==> src/rtl/tff_bank_counter.sv <==
// WIDTH-bit toggle/count/load register bank with registered terminal-count
// pulse and a registered mask of the bits that changed on the last edge.
module tff_bank_counter #(
  parameter int unsigned      WIDTH       = 8,
  parameter longint unsigned  MODULUS     = 64'd1 << WIDTH,
  parameter logic [WIDTH-1:0] RESET_VALUE = '0
) (
  input  logic             i_clk,
  input  logic             i_rst_n,
  input  logic             i_enable,
  input  logic [1:0]       i_mode,
  input  logic [WIDTH-1:0] i_t,
  input  logic [WIDTH-1:0] i_d,
  output logic [WIDTH-1:0] o_q,
  output logic             o_tc,
  output logic [WIDTH-1:0] o_toggled
);

  typedef enum logic [1:0] {
    MODE_HOLD   = 2'b00,
    MODE_TOGGLE = 2'b01,
    MODE_COUNT  = 2'b10,
    MODE_LOAD   = 2'b11
  } mode_e;

  // Highest in-range count value; anything at or above it wraps in count mode.
  localparam logic [WIDTH-1:0] C_LAST = WIDTH'(MODULUS - 64'd1);

  logic [WIDTH-1:0] r_q;
  logic             r_tc;
  logic [WIDTH-1:0] r_toggled;

  logic [WIDTH-1:0] w_q_n;
  logic             w_wrap;
  logic             w_at_last;
  mode_e            w_mode;

  assign w_mode    = mode_e'(i_mode);
  assign w_at_last = (r_q >= C_LAST);

  always_comb begin
    w_q_n  = r_q;
    w_wrap = 1'b0;
    if (i_enable) begin
      case (w_mode)
        MODE_TOGGLE: w_q_n = r_q ^ i_t;
        MODE_COUNT: begin
          w_wrap = w_at_last;
          w_q_n  = w_at_last ? '0 : r_q + WIDTH'(1);
        end
        MODE_LOAD:   w_q_n = i_d;
        default:     w_q_n = r_q;
      endcase
    end
  end

  always_ff @(posedge i_clk or negedge i_rst_n) begin
    if (!i_rst_n) begin
      r_q       <= RESET_VALUE;
      r_tc      <= 1'b0;
      r_toggled <= '0;
    end else begin
      r_q       <= w_q_n;
      r_tc      <= w_wrap;
      r_toggled <= r_q ^ w_q_n;
    end
  end

  assign o_q       = r_q;
  assign o_tc      = r_tc;
  assign o_toggled = r_toggled;

endmodule

==> config.mk <==
export PLATFORM = sky130hd
export DESIGN_NAME = tff_bank_counter
export DESIGN_NICKNAME = d
export VERILOG_FILES = /design/src/rtl/tff_bank_counter.sv
export SDC_FILE = /design/constraint.sdc
export NUM_CORES = 1
export LEC_CHECK = 0
export ABC_CLOCK_PERIOD_IN_PS = 1800
export CAP_MARGIN = 20
export CORE_MARGIN = 1.5
export CORE_UTILIZATION = 44
export CTS_BUF_LIST = sky130_fd_sc_hd__clkbuf_4 sky130_fd_sc_hd__clkbuf_8
export CTS_CLUSTER_DIAMETER = 200
export DETAILED_ROUTE_END_ITERATION = 8
export PLACE_DENSITY_LB_ADDON = 0.05
export SETUP_SLACK_MARGIN = 0.2
export SYNTH_ARGS = -nofsm -noshare
export SYNTH_HDL_FRONTEND = slang
export SYNTH_SLANG_ARGS = --single-unit
==> constraint.sdc <==
create_clock -name i_clk -period 1.8 [get_ports i_clk]
set_clock_uncertainty 0.15 [all_clocks]
set_input_delay 0.45 -clock i_clk [delete_from_list [all_inputs] [get_ports i_clk]]
set_output_delay 0.45 -clock i_clk [all_outputs]
set_load 0.01 [all_outputs]
; After elaboration in Yosys (flattened, before gate mapping)
; Cells that the tools add are included.
[op_classes]
add_sub_neg = 1
magnitude_cmp = 1
n_eq_ne = 3
mux = 5
n_bitwise = 2
[op_table]
columns = cell, n
row1 = $pmux W8 S3, 1
row2 = $mux W8, 2
row3 = $xor A8 B8 Y8, 2
row4 = $add A8 B1 Y8 const B, 1
row5 = $ge A8 B8 Y1 const B, 1
row6 = $eq A2 B2 Y1 const B, 2
row7 = $eq A2 B1 Y1 const B, 1
row8 = $mux W1, 2
[totals]
ff_bits = 17
inputBits = 21
out_inout_bits = 17
elab_cells = 15

; Longest topological paths before layout
[depth]
depth_word = 5
mapped_depth = 5
mapped_depth_nobuf = 5

; Least setup slack after synthesis
; Ideal clock, no wire load.
[synth_timing]
path_type = reg-to-reg
from = reg r_q[0], in the netlist o_q[0]
to = reg r_toggled[5], in the netlist o_toggled[5]
setup_ns = 0.122
t_arrival_ns = 1.507
t_required_ns = 1.528
slack_ns = 0.021
stages_incl_launch_ff = 6
path_buffers = 0
period_less_slack_ns = 1.779
path_cell_list = dfrtp_1 > ha_1 > nand3_1 > o21ai_2 > o21ai_1 > a32o_1
[synth_via]
elab_chain_len = 5
elab_cells_between_ends = 6
classes_between = add/sub (1) / order compare (1) / mux (3) / bitwise (1)
[synth_rtl]
columns = element, line
row1 = start: declaration, 29  ; logic [WIDTH-1:0] r_q;
row2 = start signal: assignment, 63  ; r_q <= w_q_n;
row3 = $add A8 B1 Y8 / $ge A8 B8 Y1 (equally long branches), "49, 39"
row4 = $mux W8 (*), 49  ; w_q_n = w_at_last ? '0 : r_q + WIDTH'(1);
row5 = $pmux W8 S3 (*), 45  ; case (w_mode)
row6 = $mux W8 (*), 44  ; if (i_enable) begin
row7 = $xor A8 B8 Y8 (*), 65  ; r_toggled <= r_q ^ w_q_n;
row8 = end signal: assignment, 65
row9 = end: declaration, 31  ; logic [WIDTH-1:0] r_toggled;
; Mark *: on every way between the ends. The rest lies on a longest branch, timed or not.

; Worst setup path after layout
[layout_timing]
from = reg r_q[0], in the netlist o_q[0]
to = reg r_toggled[1], in the netlist o_toggled[1]
; The elaborated chain is that of the path after synthesis.

==> reports/results.txt <==
Status: completed
Row count: 19
Nets: 240
Ys async rst share: 1.00
Routed Antenna Nets: 0
Post-synthesis cell type count: 48
Total power: 0.00173 W
Worst setup margin: 0.136 ns
Post-synth top area cell: dfrtp_1
F_max: 601 MHz
WP data arrival: 1.70 ns
Setup CP Type: flip-flop to flip-flop
Max-slew headroom: 0.812
CTS Hold Bufs: 0
Initial core utilization: 0.471
Drt via density: 5.71
Top FF cell, synth: dfrtp_1
Gate power share: 0.592
Syn avg cell area: 8.97 µm²
Seq pwr share: 0.283
Main combinational cell family by area after synthesis: compound AO/OA/AOI/OAI gates
Post-synthesis xor/xnor area fraction: 0.0535
CP required: 1.84 ns
FILL cells: 192
Routability Congestion: 0.811
Max Slew Vio Count: 0
Post-synth top area share: 0.325
Critical path, cell by cell: buf_6, ha_4, mux2_4, xor2_1, a21oi_1, nor2b_1
Peak supply drop: 0.000672 V
Diode count: 0
Crit path capture type: flip-flop
WHS: 0.318 ns
RSZ-0062 raised after global routing: true
GRT overflow: 0
IO buf count: 37
WL final: 3900 µm
CTS Buffer Depth: 2
Tightest Pin Transition: 0.283 ns
Leak: 0.955 nW
Pint: 0.00107 W
Gr usage total: 0.228
Net Count, Synth: 168
Synthesized instance count: 146
Clock power frac: 0.125
CTS root buf: clkbuf_4
Final Hold Vio Count: 0
Adder-cell share of the synthesized area: 0.00955
Max_cap viols: 0
P per Cell Area: 809 nW/µm²
Drc violations: 0
Fraction of synthesized area in multiplexers: 0.0334
CTS buffer count: 3
Boundary Pins: 38
Area grow syn2layout: 62.8%
Cell Area, Placed: 1850 µm²
Iteration-0 DRC Markers: 56
Clock Latency Late Sink: 0.29 ns
Full die area: 3310 µm²
First-pass GRT wire length: 6020 µm
Synth area leaders: dfrtp_1 32%, a21oi_1 4.6%, nand2_1 4.0%
Net switching power: 0.000657 W
Switching Fraction: 0.381
Largest net degree at the start of global routing: 18
Width of the die: 57.6 µm
Clock tree sinks: 17
Critical path launch point type: flip-flop
Slowest stage cell, crit path: dfrtp_2
Period utilization: 0.924
H-Tree Depth: 1
Synth warn: 0
Via count: 1417
Placed insts: 226
Non-Filler Instances: 248
CP peak stage delay: 0.42 ns
Number of global-route vias before repair: 1340
Place WS: -0.360 ns
Seq/Total Area, Yosys: 0.325
CTS tree: done
Synth Area in Compound Gates: 0.286
HPWL after DPL: 2680 µm
Drt wl/cell: 15.7 µm
Share of layout cells above drive strength 1: 0.359
Fin area: 2130 µm²
CTS clk-pin slew, worst paths: 0.11 ns
Final setup vio count: 0
FF+latch count, synth: 17
Total core area: 2780 µm²
HP Class: input port to asynchronous set/reset pin
EDFF count, synth: 0
Post-route minimum period: 1.66 ns
Initial antenna violation count: 0
Pre-antenna DRT Iters: 5
Mapped Area: 1310 µm²
Die height: 57.6 µm
Crit-path max FO: 2
Synth Area in Simple Gates: 0.222
[cell usage in the layout (no fill, tap or decap), types with 3 or more instances in the layout]
cell type	instances
a21oi_1	10
a32o_1	5
and2_1	3
buf_4	29
buf_6	11
clkbuf_4	3
clkdlybuf4s15_1	5
clkdlybuf4s50_1	15
dfrtp_1	14
dfrtp_2	3
dlygate4sd2_1	16
inv_1	5
nand2_1	14
nand2b_1	3
nand3_1	3
nor2_1	6
o211ai_1	3
o21ai_1	5
o22a_1	3
xnor2_1	3
xor2_1	3
[worst max-delay path: cells and delay by family (launching register included)]
kind                       cells  cell delay (ns)
muxes                          1             0.28
DFF                            1             0.42
adders and majority gates      1             0.22
buffers and inverters          1             0.12
AOI/OAI and AO/OA              1             0.15
xor gates and xnor gates       1             0.16
and+or+nand+nor                1             0.06
[per-stage QoR]
stage / setup TNS, ns / utilization
2_1_floorplan: 0 / -
3_3_place_gp: -3.57 / 0.665
3_5_place_dp: -4.19 / 0.665
4_1_cts: 0 / 0.705
5_1_grt: 0 / 0.767
6_report: 0 / 0.767
[repair_timing]
| item | CTS | global route |
|---|---|---|
| gates resized for setup | 33 | 28 |
| pin swaps | 6 | 12 |
| setup buffers | 7 | 11 |
| cloned | 0 | 0 |
| endpoints found under the setup margin | 32 | 17 |
[metal layers]
layer,track usage,routed length [µm],vias up
li1,-,-,680
met1,0.297,1680,680
met2,0.398,2000,53
met3,0.0295,178,4
met4,0.0598,42,0
met5,0,0,-
[final timing paths]
check	to	cells past startpoint	slack (ns)	startpoint
worst max register to register	o_toggled[1]	6	0.14	o_q[0]
worst min-delay path	o_toggled[6]	2	0.32	i_rst_n
max in group asynchronous	o_q[4]	2	0.97	i_rst_n
min in group i_clk	o_toggled[4]	3	0.42	i_t[4]
worst max-delay path	o_toggled[1]	6	0.14	o_q[0]
worst min register to register	o_toggled[7]	2	0.43	o_q[7]
[logic make-up (layout without fill, tap and decap cells)]
logic type	count (synthesis)	count (layout)
AOI/OAI and AO/OA	51	51
xor gates and xnor gates	8	8
adders and majority gates	1	1
buffers and inverters	16	87
DFF	17	17
muxes	4	4
and+or+nand+nor	49	49
[power by group through the flow]
stage          combinational, W  sequential [W]  clock [W]
2_1_floorplan          0.000433        0.000567          0
4_1_cts                0.000884        0.000483   0.000218
6_report                0.00102        0.000488   0.000216
3_3_place_gp           0.000793        0.000518          0
3_5_place_dp           0.000815        0.000521          0
5_1_grt                 0.00110        0.000496   0.000236
[flip-flops by register name (all words and copies together), names as in the netlist]
name,cells
o_toggled,8
o_tc,1
o_q,8
[cell type report]
type                            count  area, µm²  area share
Clock buffer                        3       22.5      0.0106
Multi-Input combinational cell    113        905       0.424
Tap cell                           31       38.8      0.0182
Sequential cell                    17        429       0.201
Timing Repair Buffer               78        714       0.335
Inverter                            5       18.8     0.00880
Clock inverter                      1       5.00     0.00235
[Yosys cell counts, types with 2 or more instances]
master / instances
mux2_2: 3
and2_1: 3
xor2_1: 3
xnor2_1: 5
nand4_1: 2
inv_1: 5
o22ai_2: 2
a2bb2oi_1: 4
nand3_1: 4
nor2b_1: 2
buf_2: 4
a32o_1: 5
o21ai_2: 2
o21ai_0: 5
nor2_1: 8
nand2_1: 14
a32oi_1: 3
nand2b_1: 3
clkbuf_2: 2
o21ai_1: 2
and2b_1: 2
a22oi_1: 2
a31oi_1: 2
o211ai_1: 3
buf_4: 3
dfrtp_1: 17
o22a_1: 3
buf_6: 2
a21oi_1: 12
Note: power is estimated with default switching activity, not from simulation.
==> RTL change 1 (same flow settings) <==
The output `o_toggled` loses its register stage (`r_toggled` becomes a continuous assignment).
--- a/src/rtl/tff_bank_counter.sv
+++ b/src/rtl/tff_bank_counter.sv
@@ -58,13 +58,13 @@
     if (!i_rst_n) begin
       r_q       <= RESET_VALUE;
       r_tc      <= 1'b0;
-      r_toggled <= '0;
     end else begin
       r_q       <= w_q_n;
       r_tc      <= w_wrap;
-      r_toggled <= r_q ^ w_q_n;
     end
   end
+
+  assign r_toggled = r_q ^ w_q_n;
 
   assign o_q       = r_q;
   assign o_tc      = r_tc;
Behaviour: not the same (a bounded check fails within 4 cycles, from zero or initial values and one cycle with i_rst_n low).
==> RTL change 1 against the unedited design <==
The flow now finishes with violations (negative setup slack); wire length rose by 57%; power rose by 11%; final area rose by 5.9%; core utilization rose by 16 points; sequential cell count fell by 8; worst setup slack got worse by 730 ps; register-to-register slack got worse by 190 ps; synthesized area fell by 15%; critical endpoint is now o_toggled[7].
==> RTL change 1: results (changes against the unedited design) <==
Yosys
  – Post-Syn Instances: 138 (was 146)
  – Synth warn: 0 (unchanged)
  – Top post-synthesis cells by area: dfrtp_1 (20%), a21oi_1 (5.4%), nand2_1 (4.7%) (was dfrtp_1 (32%), a21oi_1 (4.6%), nand2_1 (4.0%))
  – Most instantiated cells after synthesis: nand2_1 (14), a21oi_1 (12), dfrtp_1 (9), nor2_1 (8) (was dfrtp_1 (17), nand2_1 (14), a21oi_1 (12), nor2_1 (8))
  – Post-Synth XOR/XNOR Area: 0.06313 (was 0.05349)
  – Post-synthesis mux area share: 0.03946 (was 0.03343)
  – Register area share after synthesis: 0.2029 (was 0.3247)
  – Syn Nets: 160 (was 168)
  – Synth Area in Compound Gates: 0.3371 (was 0.2856)
  – Yosys cell types: 48 (unchanged)
  – Adder-Cell Fraction of Synth Area: 0.01127 (was 0.009551)

Placement
  – Routability cong.: 0.8882 (was 0.8109)
  – DP Wirelength: 2772 um (was 2675 um)
  – Placed insts: 230 (was 226)
  – Place WS: -1234 ps (was -360.0 ps)
  – Dpl cell area: 1800 um2 (was 1849 um2)

STA
  – Slew at the pin closest to its max-slew limit: 528.3 ps (was 282.7 ps)
  – TNS Setup: -4243 ps (was 0 ps)
  – Finish-stage setup viols: 10 (was 0)
  – Worst setup margin: -597.7 ps (was 136.3 ps)

Drt
  – WL/cell: 23.20 um (was 15.74 um)
  – Detailed Route Iter0 Violations: 96 (was 56)
  – Drt first pass iters: 6 (was 5)
  – Via density per instance: 6.561 (was 5.714)

Power and ir drop
  – Max VDD drop: 0.0009239 V (was 0.0006718 V)
  – Net switching power: 0.8142 mW (was 0.6570 mW)
  – Power Clock: 0.201 mW (was 0.216 mW)
  – P_seq: 0.337 mW (was 0.488 mW)
  – Lkg Pwr: 1.029 nW (was 0.9550 nW)
  – Total combinational power: 1.38 mW (was 1.02 mW)

Run status
  – Failing checks: negative setup slack
  – Status: complete, but fails checks (was finished, final reports clean)

Worst setup path
  – CP max-delay cell: dfrtp_2 (unchanged)
  – Top delay family on crit path: compound AO/OA/AOI/OAI gates (was flip-flops)
  – Crit-path max FO: 4 (was 2)
  – Worst EP arrival: 1800 ps (was 1700 ps)

Cells and area
  – Multi-input logic area: 1021 um2 (was 904.6 um2)
  – Largest register FFs: 8
  – Layout cells sized above 1: 0.5983 (was 0.3594)
  – Number of fill cells: 87 (was 192)
  – Nets: 257 (was 240)
  – Inserted Diodes: 0 (unchanged)
  – Fin cells: 264 (was 248)

Clock tree
  – CTS clock-pin slew for the worst setup and hold paths: 80 ps (was 110 ps)
  – Setup Buffers After CTS: 24 (was 7)
  – Clk Latency, worst-skew pair: 280 ps
  – Resized cells post-CTS: 131 (was 33)
  – Clock Tree Buf Depth: 2 (unchanged)

Global routing
  – GRT Overall Usage: 0.3913 (was 0.2285)
  – Largest net degree at the start of global routing: 13 (was 18)
  – First-pass GRT wire length: 7817 um (was 6023 um)
  – Number of global-route vias before repair: 1,614 (was 1,340)

Min path
  – Worst hold path class: primary input to async pin (unchanged)
==> RTL change 1: cell type report <==
class | instances | share of cell area
multi-input combinational | 113 | 0.4521
sequential | 9 | 0.1025
tap | 30 | 0.01662
inverter | 5 | 0.008310
clock buffer | 4 | 0.01330
timing repair buffer | 103 | 0.4072
==> RTL change 1: path summary, 6_finish.rpt <==
check / from / end / slack (ps) / cells after the start
min reg2reg: o_q[1] / o_q[1] / 590 / 3
min in group i_clk: i_mode[0] / o_q[1] / 480 / 4
max in group asynchronous: i_rst_n / o_q[1] / 760 / 1
max: o_q[5] / o_toggled[7] / -600 / 6
max reg2reg: o_q[7] / o_q[7] / -50 / 10
min: i_rst_n / o_q[4] / 360 / 1
==> RTL change 1: routing by layer <==
layer / GRT usage / vias up / wire length, um
met4: 0.2479 / 0 / 431
met3: 0.1073 / 54 / 595
met2: 0.6708 / 152 / 2972
met1: 0.4165 / 821 / 2124
met5: 0 / - / 0
li1: - / 705 / -
==> RTL change 2 (same settings) <==
Made on the original files. `WIDTH`: 8 -> 9.
--- a/src/rtl/tff_bank_counter.sv
+++ b/src/rtl/tff_bank_counter.sv
@@ -1,7 +1,7 @@
 // WIDTH-bit toggle/count/load register bank with registered terminal-count
 // pulse and a registered mask of the bits that changed on the last edge.
 module tff_bank_counter #(
-  parameter int unsigned      WIDTH       = 8,
+  parameter int unsigned      WIDTH       = 9,
   parameter longint unsigned  MODULUS     = 64'd1 << WIDTH,
   parameter logic [WIDTH-1:0] RESET_VALUE = '0
 ) (
Interface: changed (resized i_d, i_t, o_q and o_toggled); port bits go from 38 to 42. The function was not compared with the original's and may differ.
==> RTL change 2 against the unedited design <==
Sequential cell count is 2 higher; sequential power rose by 11%; worst setup slack lost 760 ps; final area is 15% higher; wire length increased by 36%; the flow now finishes with violations (design-rule violations, negative setup slack); via count rose by 20%; critical path type unchanged; synthesized area is 2.4% higher; critical endpoint unchanged; power grew 7.7%; maximum frequency down 31%; cell count up 11%.
==> RTL change 2: results (changes against the unedited design) <==
Yosys
  – Syn Nets: 177 (was 168)
  – Register area share after synthesis: 0.3545 (was 0.3247)
  – Post-Synth XOR/XNOR Area: 0.05877 (was 0.05349)
  – Top post-synthesis cells by area: dfrtp_1 (35%), xnor2_1 (5.9%), a21oi_1 (3.4%) (was dfrtp_1 (32%), a21oi_1 (4.6%), nand2_1 (4.0%))
  – Post-synthesis mux area share: 0.03358 (was 0.03343)
  – Synth Area in Compound Gates: 0.2761 (was 0.2856)
  – Yosys cell types: 44 (was 48)
  – Most instantiated cells after synthesis: dfrtp_1 (19), nand2_1 (10), a21oi_1 (9), xnor2_1 (9) (was dfrtp_1 (17), nand2_1 (14), a21oi_1 (12), nor2_1 (8))

Placement
  – Place WS: -645.6 ps (was -360.0 ps)
  – Routability cong.: 0.8907 (was 0.8109)
  – DP Wirelength: 3007 um (was 2675 um)
  – Dpl cell area: 2063 um2 (was 1849 um2)
  – Port bufs: 41 (was 37)

Drt
  – Drt first pass iters: 6 (was 5)
  – Met3 wire len: 373 um (was 178 um)
  – Post-Route M1 WL: 2028 um (was 1683 um)
  – Detailed Route Iter0 Violations: 134 (was 56)
  – Vias: 1,694 (was 1,417)
  – Drt drc: 2 (was 0)

Min path
  – Worst hold path class: primary input to async pin (unchanged)

Cells and area
  – Final core occ: 0.8686 (was 0.7670)
  – Layout cells sized above 1: 0.4367 (was 0.3594)
  – Nets: 271 (was 240)
  – Number of fill cells: 150 (was 192)

Worst setup path
  – CP max-delay cell: dfrtp_1 (was dfrtp_2)
  – Crit-path max FO: 3 (was 2)
  – Worst R2R Path Depth: 7 (was 6)
  – FF-to-FF End: o_toggled[1] (unchanged)
  – CP Class: register to register (unchanged)
  – CP max stage delay: 440 ps (was 420 ps)
  – Worst EP arrival: 2480 ps (was 1700 ps)
  – Worst r2r src: o_q[4] (was o_q[0])

STA
  – Slew headroom: 0.7569 (was 0.8115)
  – Worst setup margin: -622.7 ps (was 136.3 ps)
  – Final Max Tran Viols: 0 (unchanged)
  – Finish-stage setup viols: 19 (was 0)

Global routing
  – Largest net degree at the start of global routing: 20 (was 18)
  – Met2 global-route usage: 0.5114 (was 0.3977)
  – Met3 Track Usage GR: 0.03348 (was 0.02948)
  – Number of global-route vias before repair: 1,646 (was 1,340)
  – First-pass GRT wire length: 7279 um (was 6023 um)
  – GRT Overall Usage: 0.2818 (was 0.2285)
  – Met1 Use GR: 0.3301 (was 0.2975)

Clock tree
  – Clk Latency, worst-skew pair: 330 ps (was 290 ps)
  – CTS clock-pin slew for the worst setup and hold paths: 140 ps (was 110 ps)

Run status
  – Status: complete, but fails checks (was finished, final reports clean)
  – Failing checks: design-rule violations, negative setup slack

Power and ir drop
  – Lkg Pwr: 1.132 nW (was 0.9550 nW)
  – Max VDD drop: 0.0005479 V (was 0.0006718 V)
RTL change 2: cell count changes after synthesis, sizes merged, moves of 4 or more:
cell,unedited run,this run
o21ai,9,4
clkbuf,2,7
xnor2,5,9
a32o,5,1
nor3,2,7
nand2,14,10
RTL change 2: worst max-delay path: cells and delay by family (launching register included):
| family | cells | cell delay, ps |
|---|---|---|
| fa+ha+maj | 1 | 180 |
| flops | 1 | 440 |
| mux | 1 | 310 |
| simple gates | 3 | 770 |
| compound gates | 2 | 450 |
RTL change 2: cell families after synthesis:
kind of cell             count (synthesis)
AO/OA/AOI/OAI                           50
AND/OR/NAND/NOR                         46
buffers and inverters                   22
flip-flops                              19
XOR/XNOR                                 9
multiplexers                             4
adder cells (fa/ha/maj)                  2
RTL change 2: what timing repair did:
item | CTS | global route
setup endpoints to repair | 38 | 29
gates resized for setup | 77 | 24
pin swaps | 11 | 9
setup buffers | 18 | 6
hold endpoints to repair | 0 | 0
RTL change 2: cell type report:
| type | count | share of cell area |
|---|---|---|
| Timing Repair Buffer | 104 | 0.3915 |
| Multi-Input combinational cell | 111 | 0.3773 |
| Sequential cell | 19 | 0.1935 |
| Tap cell | 31 | 0.01578 |
| Inverter | 7 | 0.01069 |
| Clock buffer | 3 | 0.009165 |
| Clock inverter | 1 | 0.002037 |
RTL change 2: report_power, final:
part	internal [mW]	total (mW)	leakage [nW]	switching, mW
Sequential	0.497	0.541	0.232	0.0435
Combinational	0.585	1.07	0.882	0.489
Clock	0.0832	0.244	0.0177	0.160
Total	1.17	1.86	1.13	0.693
RTL change 2: through the flow:
| step | TNS (ps) | cells |
|---|---|---|
| after floorplan | -9571 | 152 |
| after CTS | -7498 | 270 |
| after global placement | -8520 | 248 |
| final | -9023 | 276 |
| after global routing | -9977 | 276 |
| after detailed placement | -9482 | 248 |
